===== src/rtl/ss_signed_s2b.sv =====
// ss_signed_s2b: stochastic-to-binary decoder for sign-magnitude streams.
//
// Integrates a per-clock (magnitude, sign) bit pair over a window of 2^WINDOW_LOG2 accepted
// samples and emits a two's-complement count with a one-cycle valid pulse.
//
// Ports:
//   clk    in   clock, rising edge
//   init_n in   asynchronous active-low reset
//   start  in   begins a window when sampled high in idle
//   en     in   sample qualifier; in/sign accepted only when en=1
//   in     in   stochastic magnitude bit
//   sign   in   sign of the current in bit (1 = negative)
//   value  out  signed result of the last completed window (OUT_W bits)
//   valid  out  one-cycle pulse, coincident with a new value
//   busy   out  high while a window is in progress
//
// Optional feature: define SS_S2B_CONTINUOUS_EN to run windows back-to-back after the
// first start until reset.

module ss_signed_s2b #(
  parameter int unsigned WINDOW_LOG2 = 8,
  parameter int unsigned OUT_W       = WINDOW_LOG2 + 2
) (
  input  logic             clk,
  input  logic             init_n,
  input  logic             start,
  input  logic             en,
  input  logic             in,
  input  logic             sign,
  output logic [OUT_W-1:0] value,
  output logic             valid,
  output logic             busy
);

  localparam logic StIdle  = 1'b0;
  localparam logic StAccum = 1'b1;

  logic                   state_q, state_d;
  logic [OUT_W-1:0]       acc_q, acc_d;
  logic [WINDOW_LOG2-1:0] cnt_q, cnt_d;
  logic [OUT_W-1:0]       value_q, value_d;
  logic                   valid_q, valid_d;

  logic [OUT_W-1:0]       delta;
  logic [OUT_W-1:0]       sum;
  logic                   last_sample;

  // Sign is irrelevant when the magnitude bit is zero.
  always_comb begin
    delta = '0;
    if (in) begin
      delta = sign ? {OUT_W{1'b1}} : OUT_W'(1);
    end
  end

  // |sum| never exceeds 2^WINDOW_LOG2, so the OUT_W-bit add cannot overflow.
  assign sum         = acc_q + delta;
  assign last_sample = &cnt_q;

  always_comb begin
    state_d = state_q;
    acc_d   = acc_q;
    cnt_d   = cnt_q;
    value_d = value_q;
    valid_d = 1'b0;
    unique case (state_q)
      StIdle: begin
        if (start) begin
          acc_d   = '0;
          cnt_d   = '0;
          state_d = StAccum;
        end
      end
      StAccum: begin
        if (en) begin
          acc_d = sum;
          cnt_d = cnt_q + 1'b1;
          if (last_sample) begin
            value_d = sum;
            valid_d = 1'b1;
            acc_d   = '0;
`ifdef SS_S2B_CONTINUOUS_EN
            state_d = StAccum;
`else
            state_d = StIdle;
`endif
          end
        end
      end
      default: state_d = StIdle;
    endcase
  end

  always_ff @(posedge clk or negedge init_n) begin
    if (!init_n) begin
      state_q <= StIdle;
      acc_q   <= '0;
      cnt_q   <= '0;
      value_q <= '0;
      valid_q <= 1'b0;
    end else begin
      state_q <= state_d;
      acc_q   <= acc_d;
      cnt_q   <= cnt_d;
      value_q <= value_d;
      valid_q <= valid_d;
    end
  end

  assign value = value_q;
  assign valid = valid_q;
  assign busy  = (state_q == StAccum);

endmodule

===== config.mk =====
export PLATFORM = sky130hd
export DESIGN_NAME = ss_signed_s2b
export DESIGN_NICKNAME = d
export VERILOG_FILES = /design/src/rtl/ss_signed_s2b.sv
export SDC_FILE = /design/constraint.sdc
export NUM_CORES = 1
export LEC_CHECK = 0
export CORE_MARGIN = 1.5
export CORE_UTILIZATION = 55
export DETAILED_ROUTE_END_ITERATION = 16
export GPL_TIMING_DRIVEN = 1
export PLACE_DENSITY = 0.81
export SYNTH_ARGS = -nofsm -noshare
export SYNTH_HDL_FRONTEND = slang
export SYNTH_SLANG_ARGS = --single-unit

===== constraint.sdc =====
create_clock -name clk -period 2.1 [get_ports clk]
set_input_delay 0.42 -clock clk [delete_from_list [all_inputs] [get_ports clk]]
set_output_delay 0.42 -clock clk [all_outputs]
set_load 0.02 [all_outputs]

; ---- After elaboration in Yosys (flattened, before gate mapping)
; Cells that the tools add are included.
[word_totals]
ff_bits = 30
inputBits = 6
output_inout_bits = 12
word_cells = 29
[classes]
addsub = 2
eq_ne = 2
muxes = 16
n_bitwise = 1
reduce_logical = 3
[op_table]
columns = op, count
row1 = $mux 10, 5
row2 = $pmux 10 s2, 1
row3 = $mux 8, 2
row4 = $pmux 8 s2, 1
row5 = $add 10x10->10, 1
row6 = $reduce_and 10->1, 1
row7 = $add 8x1->8 const B, 1
row8 = $reduce_and 8->1, 1
row9 = $mux 1, 6
row10 = $ne 2x2->1 const B, 2
row11 = $pmux 1 s2, 1
row12 = $reduce_and 2->1, 1
row13 = $not 1->1, 1

; ---- Logic depth before layout (Yosys ltp)
[logic_depth]
word_depth = 6
depth_mapped = 8
depth_no_buf = 8

; ---- Least setup slack after synthesis
; Ideal clock, no wire load.
[synth_timing]
path_type = input port to flip-flop
from = input port in
to = register acc_q[8]
setup_time_ns = 0.083
arrival_time_ns = 1.745
required_ns = 2.017
setup_slack_ns = 0.272
cell_stages = 8
path_buffers = 0
cell_sequence = nand2_1 > xnor2_1 > ha_1 > or3_1 > nor3_1 > a21oi_1 > or3_1 > o21ai_0
[synth_via]
elab_chain_len = 5
[synth_lines]
columns = element, line_no
row1 = from (decl), 28  ; input logic in,
row2 = $mux 10, 51  ; if (in) begin
row3 = $add 10x10->10, 57  ; assign sum = acc_q + delta;
row4 = $mux 10, 78  ; if (last_sample) begin
row5 = $mux 10, 75  ; if (en) begin
row6 = $pmux 10 s2, 66  ; unique case (state_q)
row7 = to (signal assigned), 97  ; acc_q <= '0;
row8 = to (signal assigned), 103  ; acc_q <= acc_d;
row9 = to (decl), 39  ; logic [OUT_W-1:0] acc_q, acc_d;
; No other way between the ends. The select of a mux whose other input is x is not followed.
; A chain may end at the register's enable or synchronous reset.

; ---- Final worst setup path
; Same ends and word-level chain as after synthesis.

==> results by stage <==
Clocking:
- In this run, CTS created clock tree buffers numbering 5.
- In this run the deepest clock path goes through 2 buffers.
- The clock tree from TritonCTS is built.
- The clock tree root driver cell is sky130_fd_sc_hd__clkbuf_4.
- For this design, the sink count on the clock tree is 30.
- The number of setup buffers added after CTS is 0.
- The clock tree synthesis step divided the H-tree into 2 levels.
- The number of gates given a new drive strength after cts is 0.
- The hold buffer count at CTS is 0.
- The clock latency on the worst-skew pair is 0.32 ns.
- Clock-pin slew was measured on the worst setup and hold paths at 0.10 ns.

Detailed routing:
- The highest metal layer carrying signal wires in the routed design is met4.
- For this run, design rule violations remaining after detail routing come to 0.
- The iteration count of the initial detailed-routing pass is 5.
- After detailed routing, the met3 layer carries 173 microns of wire.
- For this block, the routed nets add up to 3420 microns of wire.
- The via density per instance is 5.83.
- The routed wire length on met2 is 1760 microns.
- The number of vias in the routed layout is 1370.
- The antenna violation net count after detailed routing is 0.
- The post-detailed-route wirelength per cell is 14.6 microns.
- The met1 wire length is 1470 microns.
- The violation count after the first detailed-route iteration is 75.

Layout:
- The total inserted antenna cells is 0.
- The area growth from synthesis to layout is 19.8%.
- In the final layout, the share of cells above drive strength 1 is 15.7%.
- The number of nets in the finished design is 212.
- The layout has 222 filler cells.

Timing:
- Static timing analysis puts the maximum clock frequency at 489 MHz.
- Across all setup checks in the final design, the least slack found is 0.0553 ns.
- The minimum clock period is 2.04 ns.
- Setup violations remaining at the end of the flow were counted as 0.
- Headroom to the max-slew limit came out at 69.4%.
- The clock arrives with 0.0119 ns of skew.
- The count of final hold-check violations was 0.
- Dividing the final minimum period by the clock period gives 97.4%.
- The max-slew violation count is 0.
- The worst slack on hold paths is 0.483 ns.
- For the final routed database, the setup TNS stands at 0 ns.
- For the pin with the worst max-slew slack, the measured transition is 0.454 ns.

Die:
- The die covers 3260 sq um.
- The width of the die is 57.1 microns.
- The height of the die is 57.1 microns.
- For this configuration, the core starts out at a cell density of 58.3%.
- The region available for standard cell placement spans 2760 sq um.
- The number of placement rows is 19.
- 18 I/O pins were placed.

Setup path:
- The worst setup path is launched from an input pin.
- The arrival time reported for the critical path endpoint is 2.30 ns.
- The largest fanout of any net on the critical path is 5.
- For flop-to-flop paths, the worst setup slack is 0.19 ns.
- In this run the critical register-to-register path is launched from acc_q[5].
- The sort of element at the end of the critical path is a flop.
- The kind of critical path is in2reg.
- The critical path required time is 2.35 ns.
- The endpoint identified for the worst register-to-register timing path is acc_q[9].
- The timing startpoint of the critical path is in.
- For the worst flop-to-flop path, the logic depth is 5.

Power:
- For this design the ratio of total power to cell area is 907 nW/um^2.
- The cell leakage power is 0.836 nW.
- The maximum VDD drop is 678 uV.

Synth:
- The fraction of synthesized cell area taken by the top area cell type is 46.7%.
- The cell area that synthesis handed to floorplanning was 1610 sq um.
- The library cell with the largest summed area after synthesis is sky130_fd_sc_hd__dfrtp_1.
- In this run, distinct cell masters in the synthesized netlist total 36.
- The sequential share of the synthesized area is 46.7%.
- Counting every net in the synthesized netlist gives 184.
- Synthesis inferred 30 register bits.
- The mean area per synthesized cell is 9.19 sq um.
- The Yosys step of the flow raised 0 warnings.
- The cell count after synthesis came out at 175.
- In the post-synthesis netlist, the biggest area contributors are sky130_fd_sc_hd__dfrtp_1 (47%), sky130_fd_sc_hd__o21ai_0 (7.8%), sky130_fd_sc_hd__nand2_1 (5.6%), sky130_fd_sc_hd__xnor2_1 (4.9%), sky130_fd_sc_hd__a21oi_1 (3.4%).

Place:
- Detailed placement ended at an HPWL of 2430 microns.
- The total of buffers placed on input and output ports is 17.
- OpenSTA, run right after detailed placement, puts the worst setup slack at -0.317 ns.
- The congestion estimate from routability-driven global placement came to 0.915.

Global route:
- Summed over all layers, the global routing overflow is 0.
- The largest net degree at the start of global routing is 31.
- The initial antenna violation count came to 0.
- The number of global-route vias before repair is 1367.
- The wire length of the first global-routing pass is 5870 microns.
- The global-route usage over all layers is 23.5%.

Run status:
- The flow ran to the end, and the final reports show no timing, DRC or antenna violations.

Run:
- Max-cap violations in this run came to 0.

Worst hold path:
- The path category of the worst min-delay check is in2async.
## per-stage QoR
stage	std cells	util [%]	power, mW	instance area (sq um)
2_1_floorplan	175	-	1.17	1610
3_3_place_gp	227	66.7	1.26	1840
3_5_place_dp	227	66.7	1.29	1840
4_1_cts	235	69.6	1.75	1920
5_1_grt	235	69.8	1.86	1930
6_report	235	69.8	1.75	1930
## cell type report
type	instances	area, sq um	area share [%]
Multi-Input combinational cell	132	787	40.9
Sequential cell	30	751	39.0
Timing Repair Buffer	27	245	12.7
Clock inverter	3	40.0	2.08
Tap cell	31	38.8	2.01
Clock buffer	5	37.5	1.95
Inverter	7	26.3	1.36
## metal layers
layer	track usage, %	vias to the layer above
met1	27.8	647
met2	40.4	40
met4	8.31	0
met5	0	-
met3	7.26	4
li1	-	679
## worst max-delay path, cell delays in order
cell and delay (ns):
sky130_fd_sc_hd__clkdlybuf4s50_1 0.51, sky130_fd_sc_hd__nand2_1 0.09, sky130_fd_sc_hd__xnor2_1 0.13, sky130_fd_sc_hd__ha_2 0.22
sky130_fd_sc_hd__or3_1 0.33, sky130_fd_sc_hd__nor3_2 0.11, sky130_fd_sc_hd__a21oi_1 0.09, sky130_fd_sc_hd__or3_1 0.32
sky130_fd_sc_hd__o21ai_0 0.07
## cells by family after synthesis
group / share of synthesized area, %
compound gates: 17.5
xor+xnor: 5.45
fa+ha+maj: 2.33
buf+inv: 4.83
flops: 46.7
mux: 0.623
simple gates: 22.6
## report_power, final
part | internal (mW) | switching [mW] | total [mW]
registers | 0.671 | 0.125 | 0.795
clock network | 0.247 | 0.202 | 0.448
logic | 0.250 | 0.253 | 0.504
total | 1.17 | 0.579 | 1.75
## worst max path at each step
stage,end,slack [ns],cells past startpoint
floorplan,acc_q[8],0.27,8
global placement,acc_q[8],-0.26,9
detailed placement,acc_q[8],-0.32,9
CTS,acc_q[8],0.02,9
global route,acc_q[8],-0.06,9
finish,acc_q[8],0.06,9
## registers in the layout, summed over array words and instances, names as in the netlist
name	flops
acc_q	10
value	10
cnt_q	8
busy	1
valid	1
## placed cells by master, fill, tap and decap left out, types with 2 or more instances in the layout
cell                              synthesis  layout
sky130_fd_sc_hd__dfrtp_1                 30      30
sky130_fd_sc_hd__o21ai_0                 25      25
sky130_fd_sc_hd__nand2_1                 24      24
sky130_fd_sc_hd__clkdlybuf4s50_1          0      17
sky130_fd_sc_hd__nor2_1                  12      12
sky130_fd_sc_hd__a21oi_1                 11      11
sky130_fd_sc_hd__buf_4                    1      10
sky130_fd_sc_hd__xnor2_1                  9       9
sky130_fd_sc_hd__or3_1                    8       8
sky130_fd_sc_hd__inv_1                    7       7
sky130_fd_sc_hd__clkbuf_4                 0       5
sky130_fd_sc_hd__nand4_1                  4       4
sky130_fd_sc_hd__and3_1                   4       4
sky130_fd_sc_hd__a31oi_1                  4       4
sky130_fd_sc_hd__a22o_1                   3       3
sky130_fd_sc_hd__or2_2                    3       3
sky130_fd_sc_hd__nand3_1                  2       2
sky130_fd_sc_hd__nor4_1                   2       2
sky130_fd_sc_hd__o21ai_2                  2       2
sky130_fd_sc_hd__ha_1                     3       2
sky130_fd_sc_hd__clkinv_2                 0       2
## cell usage after synthesis, drive strengths merged
| master | n |
|---|---|
| or2 | 3 |
| and2 | 1 |
| nand4 | 4 |
| nand4bb | 1 |
| mux2i | 1 |
| a31o | 1 |
| a31oi | 4 |
| a22oi | 1 |
| nand3b | 1 |
| ha | 3 |
| and3 | 5 |
| nor2 | 12 |
| clkbuf | 3 |
| nand2 | 25 |
| or3 | 8 |
| buf | 3 |
| nand3 | 2 |
| xor2 | 1 |
| inv | 7 |
| o22ai | 1 |
| or4 | 1 |
| nor3 | 2 |
| dfrtp | 30 |
| a22o | 3 |
| o21ai | 27 |
| nor4 | 3 |
| xnor2 | 9 |
| and4 | 1 |
| a21bo | 1 |
| a21oi | 11 |
No activity file was read; power rests on OpenSTA's default activity.
